$ cat src/rtl/johnson_pkg.sv
// Shared types and pure helpers for Johnson (twisted-ring) code consumers.
//   lock_state_e : lock FSM states (UNLOCKED, LOCKING, LOCKED)
//   iw(n)        : index width for an n-stage Johnson code, $clog2(2n)
//   is_legal()   : legality check of an n-bit Johnson word (zero-extended to MAX_N)
//   decode()     : step index of a legal n-bit Johnson word
package johnson_pkg;

  localparam int MAX_N = 32;

  typedef enum logic [1:0] {
    UNLOCKED = 2'd0,
    LOCKING  = 2'd1,
    LOCKED   = 2'd2
  } lock_state_e;

  function automatic int iw(input int n);
    return $clog2(2 * n);
  endfunction

  // MSB set: ones must run contiguously down from the MSB.
  // MSB clear: ones must run contiguously up from the LSB (all-zero passes).
  function automatic logic is_legal(input logic [MAX_N-1:0] code, input int n);
    logic ok;
    logic seen_zero;
    ok        = 1'b1;
    seen_zero = 1'b0;
    if (code[n-1]) begin
      for (int i = MAX_N - 1; i >= 0; i--) begin
        if (i < n) begin
          if (!code[i]) seen_zero = 1'b1;
          else if (seen_zero) ok = 1'b0;
        end
      end
    end else begin
      for (int i = 0; i < MAX_N; i++) begin
        if (i < n) begin
          if (!code[i]) seen_zero = 1'b1;
          else if (seen_zero) ok = 1'b0;
        end
      end
    end
    return ok;
  endfunction

  // Filling phase (MSB set) counts up with the number of ones; draining
  // phase (MSB clear) counts the remaining ones back from 2n.
  function automatic int decode(input logic [MAX_N-1:0] code, input int n);
    int p;
    p = 0;
    for (int i = 0; i < MAX_N; i++) begin
      if ((i < n) && code[i]) p++;
    end
    if (code[n-1]) return p;
    else if (p != 0) return 2 * n - p;
    else return 0;
  endfunction

endpackage

$ cat src/rtl/johnson_code_decode.sv
// Combinational Johnson word decoder.
//   code_in : N-bit Johnson state word (bit N-1 is the stage fed by the inverted LSB)
//   legal   : 1 when code_in is one of the 2N legal words
//   index   : decoded step index (meaningful only when legal = 1)
module johnson_code_decode
  import johnson_pkg::*;
#(
  parameter int N  = 4,
  parameter int IW = iw(N)
) (
  input  logic [N-1:0]  code_in,
  output logic          legal,
  output logic [IW-1:0] index
);

  logic [MAX_N-1:0] code_ext;
  int               dec;

  always_comb begin
    code_ext        = '0;
    code_ext[N-1:0] = code_in;
    legal           = is_legal(code_ext, N);
    dec             = decode(code_ext, N);
    index           = dec[IW-1:0];
  end

endmodule

$ cat src/rtl/johnson_decoder.sv
// Johnson code integrity checker and decoder.
//   clk, reset   : rising-edge clock, synchronous active-high reset
//   code_in      : N-bit Johnson state word, qualified by code_valid
//   index        : step index of the last legal sample (held otherwise)
//   index_valid  : pulse, index updated from a legal sample
//   illegal_code : pulse, sample was not a legal Johnson word
//   seq_error    : pulse, legal word out of sequence while locked
//   wrap         : pulse, locked advance from 2N-1 to 0
//   locked       : level, FSM is in LOCKED
//   err_count    : saturating count of illegal_code + seq_error events
module johnson_decoder
  import johnson_pkg::*;
#(
  parameter int N        = 4,
  parameter int LOCK_LEN = 3,
  parameter int ERR_W    = 8,
  parameter int IW       = iw(N)
) (
  input  logic             clk,
  input  logic             reset,
  input  logic [N-1:0]     code_in,
  input  logic             code_valid,
  output logic [IW-1:0]    index,
  output logic             index_valid,
  output logic             illegal_code,
  output logic             seq_error,
  output logic             wrap,
  output logic             locked,
  output logic [ERR_W-1:0] err_count
);

  localparam int RW = $clog2(LOCK_LEN + 1);
  localparam logic [IW-1:0] LAST_IDX = IW'(2 * N - 1);
  localparam logic [RW-1:0] RUN_MAX  = RW'(LOCK_LEN);

  function automatic logic [ERR_W-1:0] sat_inc(input logic [ERR_W-1:0] v);
    return (&v) ? v : v + 1'b1;
  endfunction

  lock_state_e   state_p1, state_nxt;
  logic [RW-1:0] run_p1, run_nxt;

  logic          legal_p0;
  logic [IW-1:0] dec_idx_p0;
  logic          vld_p0;
  logic          step_ok_p0;
  logic [IW-1:0] exp_idx_p0;

  logic [IW-1:0] index_nxt;
  logic          iv_nxt, ill_nxt, seq_nxt, wrap_nxt, err_inc;

  // ---- stage p0: decode the incoming sample ----
  johnson_code_decode #(.N(N), .IW(IW)) u_dec (
    .code_in (code_in),
    .legal   (legal_p0),
    .index   (dec_idx_p0)
  );

  assign vld_p0     = code_valid;
  // index register doubles as the previous-index reference
  assign exp_idx_p0 = (index == LAST_IDX) ? '0 : index + IW'(1);
  assign step_ok_p0 = (dec_idx_p0 == exp_idx_p0);

  always_comb begin
    state_nxt = state_p1;
    run_nxt   = run_p1;
    index_nxt = index;
    iv_nxt    = 1'b0;
    ill_nxt   = 1'b0;
    seq_nxt   = 1'b0;
    wrap_nxt  = 1'b0;
    err_inc   = 1'b0;
    if (vld_p0) begin
      if (!legal_p0) begin
        ill_nxt   = 1'b1;
        err_inc   = 1'b1;
        state_nxt = UNLOCKED;
        run_nxt   = '0;
      end else begin
        index_nxt = dec_idx_p0;
        iv_nxt    = 1'b1;
        unique case (state_p1)
          UNLOCKED: begin
            state_nxt = LOCKING;
            run_nxt   = '0;
          end
          LOCKING: begin
            if (step_ok_p0) begin
              run_nxt = run_p1 + RW'(1);
              if (run_p1 + RW'(1) == RUN_MAX) state_nxt = LOCKED;
            end else begin
              run_nxt = '0;
            end
          end
          LOCKED: begin
            if (step_ok_p0) begin
              wrap_nxt = (index == LAST_IDX);
            end else begin
              seq_nxt   = 1'b1;
              err_inc   = 1'b1;
              state_nxt = LOCKING;
              run_nxt   = '0;
            end
          end
          default: begin
            state_nxt = UNLOCKED;
            run_nxt   = '0;
          end
        endcase
      end
    end
  end

  // ---- stage p1: registered state and outputs ----
  always_ff @(posedge clk) begin
    if (reset) begin
      state_p1     <= UNLOCKED;
      run_p1       <= '0;
      index        <= '0;
      index_valid  <= 1'b0;
      illegal_code <= 1'b0;
      seq_error    <= 1'b0;
      wrap         <= 1'b0;
      err_count    <= '0;
    end else begin
      state_p1     <= state_nxt;
      run_p1       <= run_nxt;
      index        <= index_nxt;
      index_valid  <= iv_nxt;
      illegal_code <= ill_nxt;
      seq_error    <= seq_nxt;
      wrap         <= wrap_nxt;
      if (err_inc) err_count <= sat_inc(err_count);
    end
  end

  assign locked = (state_p1 == LOCKED);

endmodule

$ cat config.mk
export PLATFORM = sky130hd
export DESIGN_NAME = johnson_decoder
export DESIGN_NICKNAME = d
export VERILOG_FILES = /design/src/rtl/johnson_pkg.sv /design/src/rtl/johnson_code_decode.sv /design/src/rtl/johnson_decoder.sv
export SDC_FILE = /design/constraint.sdc
export NUM_CORES = 1
export LEC_CHECK = 0
export ABC_AREA = 1
export CORE_MARGIN = 3
export CORE_UTILIZATION = 25
export CTS_BUF_LIST = sky130_fd_sc_hd__clkbuf_16
export DETAILED_ROUTE_END_ITERATION = 8
export PLACE_DENSITY_LB_ADDON = 0.08
export SLEW_MARGIN = 20
export SYNTH_ARGS = -nofsm -noshare
export SYNTH_HDL_FRONTEND = slang
export SYNTH_SLANG_ARGS = --single-unit
$ cat constraint.sdc
create_clock -name clk -period 7.41 [get_ports clk]
set_input_delay 1.8525 -clock clk [delete_from_list [all_inputs] [get_ports clk]]
set_output_delay 1.8525 -clock clk [all_outputs]
set_load 0.005 [all_outputs]
Word level (Yosys, flattened, before mapping)
Cells that the tools add are included.

$add $sub $neg: 7. Equal/unequal tests: 8. Mux-type cells: 42. Bitwise logic cells: 5. Reductions and logical operators: 10.

Operator list (count): $mux W32 (3); $add A32 B2 Y32 const B (2); $reduce_bool A32 Y1 (1); $mux W1 (27); $mux W2 (7); $mux W3 (3); $ne A3 B3 Y1 const B (3); $add A8 B1 Y8 const B (1); $reduce_and A8 Y1 (1); $pmux W2 S3 (1); $reduce_and A2 Y1 (3); $not A1 Y1 (5); $reduce_or A5 Y1 (1); $eq A2 B2 Y1 const B (2); $pmux W2 S2 (1); $reduce_and A4 Y1 (1); $add A3 B1 Y3 const B (1); $eq A3 B3 Y1 (1); $eq A3 B3 Y1 const B (1); $reduce_or A3 Y1 (1); $sub A1 B3 Y3 const A (1); $add A1 B1 Y2 const B (1); $add A2 B1 Y2 const B (1); $eq A2 B1 Y1 const B (1); other kinds (2) (2).

Bits in registers: 19. Bits of input ports: 7. Output and inout bits: 16. Logic and storage cells: 80.

Logic depth before layout (Yosys ltp)
Depth after elaboration: 16. Mapped depth: 17.

Cells and area by module
A second synthesis with hierarchy kept.

Cells, all modules: 171. Area total of the unflattened synthesis: 1163.6 µm².

Modules (own cells, without submodules): johnson_decoder (instances 1, cells an instance 137, area an instance 960.9 µm², seq. area each 380.4 µm²); johnson_code_decode (instances 1, cells an instance 34, area an instance 202.7 µm², seq. area each 0.0 µm²).

Least setup slack after synthesis
Ideal clock, no wire load.

Kind: input-to-reg. Start: input port code_in[0]. End: register err_count[0]. Arrival time: 3.652 ns. Data required time: 7.296 ns. Path slack: 3.644 ns. Stages: 14. Buffers on the path: 0. Cells stage by stage: inv_1 > ha_1 > nor2_1 > nor2_4 > ha_1 > or2_1 > nand3_1 > nand3_1 > nand3_4 > nand2_4 > nand2_4 > nand3_4 > nor2_1 > nor2_2.

Longest elaborated chain between the ends: 16.

RTL lines: start: declaration (line johnson_decoder.sv:21) `input logic [N-1:0] code_in,`; $mux W1 (line johnson_pkg.sv:51) `if ((i < n) && code[i]) p++;`; $add A1 B1 Y2 (line johnson_pkg.sv:51); $mux W32 (line johnson_pkg.sv:51); $add A32 B2 Y32 (line johnson_pkg.sv:51); $mux W32 (line johnson_pkg.sv:51); $add A32 B2 Y32 (line johnson_pkg.sv:51); $mux W32 (line johnson_pkg.sv:51); $sub A1 B3 Y3 or $reduce_bool A32 Y1 (tied branches) (line johnson_pkg.sv:54) `else if (p != 0) return 2 * n - p;`; $mux W3 (line johnson_pkg.sv:54); $mux W3 (line johnson_pkg.sv:53) `if (code[n-1]) return p;`; $eq A3 B3 Y1 (line johnson_decoder.sv:62) `assign step_ok_p0 = (dec_idx_p0 == exp_idx_p0);`; $mux W1 (line johnson_decoder.sv:96) `if (step_ok_p0) begin`; $mux W1; $mux W1 * (line johnson_decoder.sv:74) `if (!legal_p0) begin`; $mux W1 * (line johnson_decoder.sv:73) `if (vld_p0) begin`; $reduce_and A2 Y1 (no source line) *; end signal: assignment (line johnson_decoder.sv:133) `if (err_inc) err_count <= sat_inc(err_count);`; end: declaration (line johnson_decoder.sv:29) `output logic [ERR_W-1:0] err_count`.

Mark *: on every way between the ends. The rest lies on a longest branch, timed or not. The select of a mux whose other input is x is not followed. A chain may end at the register's enable or synchronous reset.

Worst setup path in the final report
Start: input port code_in[1]. End: register err_count[0].

Longest elaborated chain between the ends: 14.

RTL lines (line): $mux W32 (johnson_pkg.sv:51); $add A32 B2 Y32 (johnson_pkg.sv:51); $mux W32 (johnson_pkg.sv:51); $add A32 B2 Y32 (johnson_pkg.sv:51); $mux W32 (johnson_pkg.sv:51); $sub A1 B3 Y3 or $reduce_bool A32 Y1 (tied branches) (johnson_pkg.sv:54); $mux W3 (johnson_pkg.sv:54); $mux W3 (johnson_pkg.sv:53); $eq A3 B3 Y1 (johnson_decoder.sv:62); $mux W1 (johnson_decoder.sv:96); $mux W1; $mux W1 * (johnson_decoder.sv:74); $mux W1 * (johnson_decoder.sv:73); $reduce_and A2 Y1 (no source line) *.

Marked as above.

==> metrics.md <==
| Metric | Value |
|---|---|
| Crit path max-delay cell type | clkdlybuf4s50_1 |
| Post-Syn Area per Cell | 7.22 um2 |
| Clk_skew | around 3.3 ps |
| Detailed Routing Iterations Pass 1 | 4 |
| Longest Clk Path Bufs | 2 |
| Startpoint Class | input port |
| Area of the die | about 6000 um2 |
| RSZ-0062 raised after global routing | false |
| Final Non-Filler Cells | 268 |
| Final min period | roughly 4300 ps |
| CP endpoint kind | flip-flop |
| Antenna-violating nets left | 0 |
| GP Congestion | approximately 0.77 |
| Worst hold path type | flip-flop to flip-flop |
| Synthesized cell area | between 1000 and 1500 um2 |
| Slew Limit Fails | 0 |
| CP Max Fanout | 9 |
| Tot Pwr | about 0.28 mW |
| Most common cell after layout, fill and taps aside | nand2_1 |
| Cells after DPL | ~260 |
| Net count after synthesis | between 150 and 200 |
| LEAKAGE | roughly 0.7 nW |
| Most frequent cells in the layout | nand2_1 (36), inv_1 (22), clkdlybuf4s50_1 (22) |
| Arrival time worst endpoint | 4400 ps |
| Max Clock Freq | 235 MHz |
| CORE AREA | 4850 um2 |
| Hpwl dp | ~2200 um |
| Max-cap viol count | 0 |
| 1st-iter DRT viols | 34 |
| Max rail drop VDD | 0.0941 mV |
| Worst path bufs/invs | 3 |
| Cell breakdown of the critical path | clkdlybuf4s50_1 -> inv_1 -> ha_1 -> nand2_4 -> inv_2 -> nor2_4 -> ha_1 -> or2_1 -> nand3_1 -> nand3_1 -> nand3_4 -> nand2_4 -> nand2_4 -> nand3_4 -> nor2_1 -> nor2_2 |
| Cell count after synthesis | between 150 and 200 |
| Routed WL | ~2800 um |
| Number of remaining DRC errors | 0 |
| Power per Cell Area | 172 nW/um2 |
| Ant diodes | 0 |
| CTS tree | built |
| Die X-Extent | 77.7 um |
| Status | complete, no violations |
| Gr ovfl total | 0 |
| Overall routing resource usage | around 9.6% |
| Crit path largest cell delay | roughly 530 ps |
| Final Hold Vio Count | 0 |
| Clock slew at reported path FFs | around 60 ps |
| Flops & latches, synth | 19 |
| Initial antenna violation count | 0 |
| Tightest Pin Transition | roughly 470 ps |
| Worst hold margin | just under 500 ps |
| Die H | roughly 80 um |
| Clock sink count | 19 |
| Num CTS Buffers | 3 |
| Required @ worst endpoint | around 7600 ps |
| IO Port Bufs | 22 |
| I/O pin total | 23 |
| Drt via density | roughly 4.3 |
| P&R area growth vs syn | 28.4% |
| Layout cells sized above 1 | a little under an eighth |
| CTS root buffer | clkbuf_16 |
| Rows | 25 |
| Starting density of the core | between 20% and 30% |
| Largest delay share family, worst path | simple AND/OR/NAND/NOR gates |
| Hold depth | 2 |
| Vias | 1,161 |
| Post-CTS Resized | 0 |
| Kind of critical path | input port to flip-flop |
| Largest net degree at the start of global routing | 12 |
| Setup-failing EPs final | 0 |
| CP Depth | 16 |
| Unique masters post-synth | 29 |
| Worst skew pair latency | about 250 ps |
| Nets | ~220 |
| Vias in the first global route | 1,136 |
| Register area share after synthesis | between 20 and 30% |
| Reg2Reg Depth | 12 |
| Postcts setup bufs | 0 |
| Fillers | between 500 and 600 |
| Ratio of final minimum period to clock period | a little under three fifths |
| TNS Setup | 0 ps |
| CP most frequent cell | nand2_4 |
| Htree depth | 1 |
| Hold-fix buffers, CTS | 0 |
| First-pass GRT wire length | approximately 4800 um |
| Syn. warnings | 0 |
| Utilization of the core after routing | between 30 and 40% |
| WL/cell | approximately 11 um |
| Rel. slew slack | between 60% and 70% |
[synth_stat cells]
master	count	area share (%)
inv_1	22	6.4
o21ai_0	6	2.3
nand2_4	5	4.4
dfxtp_1	19	30
buf_6	1	0.88
o21ai_1	2	0.78
nand3_2	1	0.78
nor2_2	2	0.97
nand2_1	36	11
nor2_4	3	2.6
nor3_1	3	1.2
o211ai_1	1	0.58
clkbuf_1	2	0.58
xnor2_1	1	0.68
a31oi_1	2	0.97
nand4_1	7	3.4
or2_1	1	0.49
nand3_4	2	2.7
nand2_2	1	0.49
nand3b_1	1	0.58
o21ai_2	1	0.68
inv_2	3	0.88
a21oi_1	12	4.7
ha_1	9	8.8
inv_4	1	0.49
or2_2	1	0.49
nor2_1	13	3.8
xor2_1	5	3.4
nand3_1	15	5.8
[metal layers]
layer / share of wire, % / track usage (%)
met1: 50 / 12.1
met3: 3.6 / 1.97
met2: 46 / 16.2
met4: 1.0 / 3.38
met5: 0 / 0
[power by group]
group / switching (mW) / total (mW) / internal, mW
Clock: 0.0401 / 0.112 / 0.0723
Sequential: 0.00294 / 0.109 / 0.106
Combinational: 0.0370 / 0.0621 / 0.0251
Total: 0.0801 / 0.284 / 0.204
[path summary, 6_finish.rpt]
| path | slack [ps] | endpoint | start |
|---|---|---|---|
| hold / removal | 480 | state_p1[1]$_SDFFE_PP0P_ | state_p1[1]$_SDFFE_PP0P_ |
| setup / recovery | 3150 | err_count[0]$_SDFFE_PP0P_ | code_in[1] |
| setup reg to reg | 5330 | err_count[0]$_SDFFE_PP0P_ | index[0]$_SDFFE_PP0P_ |
| hold reg to reg | 480 | state_p1[1]$_SDFFE_PP0P_ | state_p1[1]$_SDFFE_PP0P_ |
[flip-flops by register name, summed over array words and instances (netlist names)]
register and count:
run_p1 2, wrap 1, illegal_code 1, state_p1 2
seq_error 1, index 3, err_count 8, index_valid 1
[per-stage QoR]
stage                     area (um2)  setup slack, ps
final                           1650             3150
after global routing            1650             2950
after CTS                       1650             3140
after detailed placement        1570             2880
after global placement          1570             2940
after floorplan                 1280             3640
[final cells by class]
type | count | area (um2) | area share (%)
Clock inverter | 1 | 5.00 | 0.303
Clock buffer | 3 | 75.1 | 4.55
Tap cell | 67 | 83.8 | 5.08
Timing Repair Buffer | 22 | 220 | 13.3
Inverter | 26 | 100 | 6.07
Sequential cell | 19 | 380 | 23.0
Multi-Input combinational cell | 130 | 786 | 47.6
[kinds of logic (layout without fill, tap and decap cells)]
| kind of cell | Yosys count | in the layout | share of synthesized area (%) |
|---|---|---|---|
| AO/OA/AOI/OAI | 24 | 24 | 10.0 |
| XOR/XNOR | 6 | 6 | 4.09 |
| adder cells (fa/ha/maj) | 9 | 9 | 8.76 |
| buffers and inverters | 29 | 52 | 9.25 |
| flip-flops | 19 | 19 | 29.6 |
| AND/OR/NAND/NOR | 91 | 91 | 38.3 |
[worst register-to-register path, delay by kind of cell (launching register included)]
| family | cells | cell delay [ps] |
|---|---|---|
| adder cells (fa/ha/maj) | 2 | 410 |
| flip-flops | 1 | 330 |
| AND/OR/NAND/NOR | 10 | 1240 |
No activity file was read; power rests on OpenSTA's default activity.
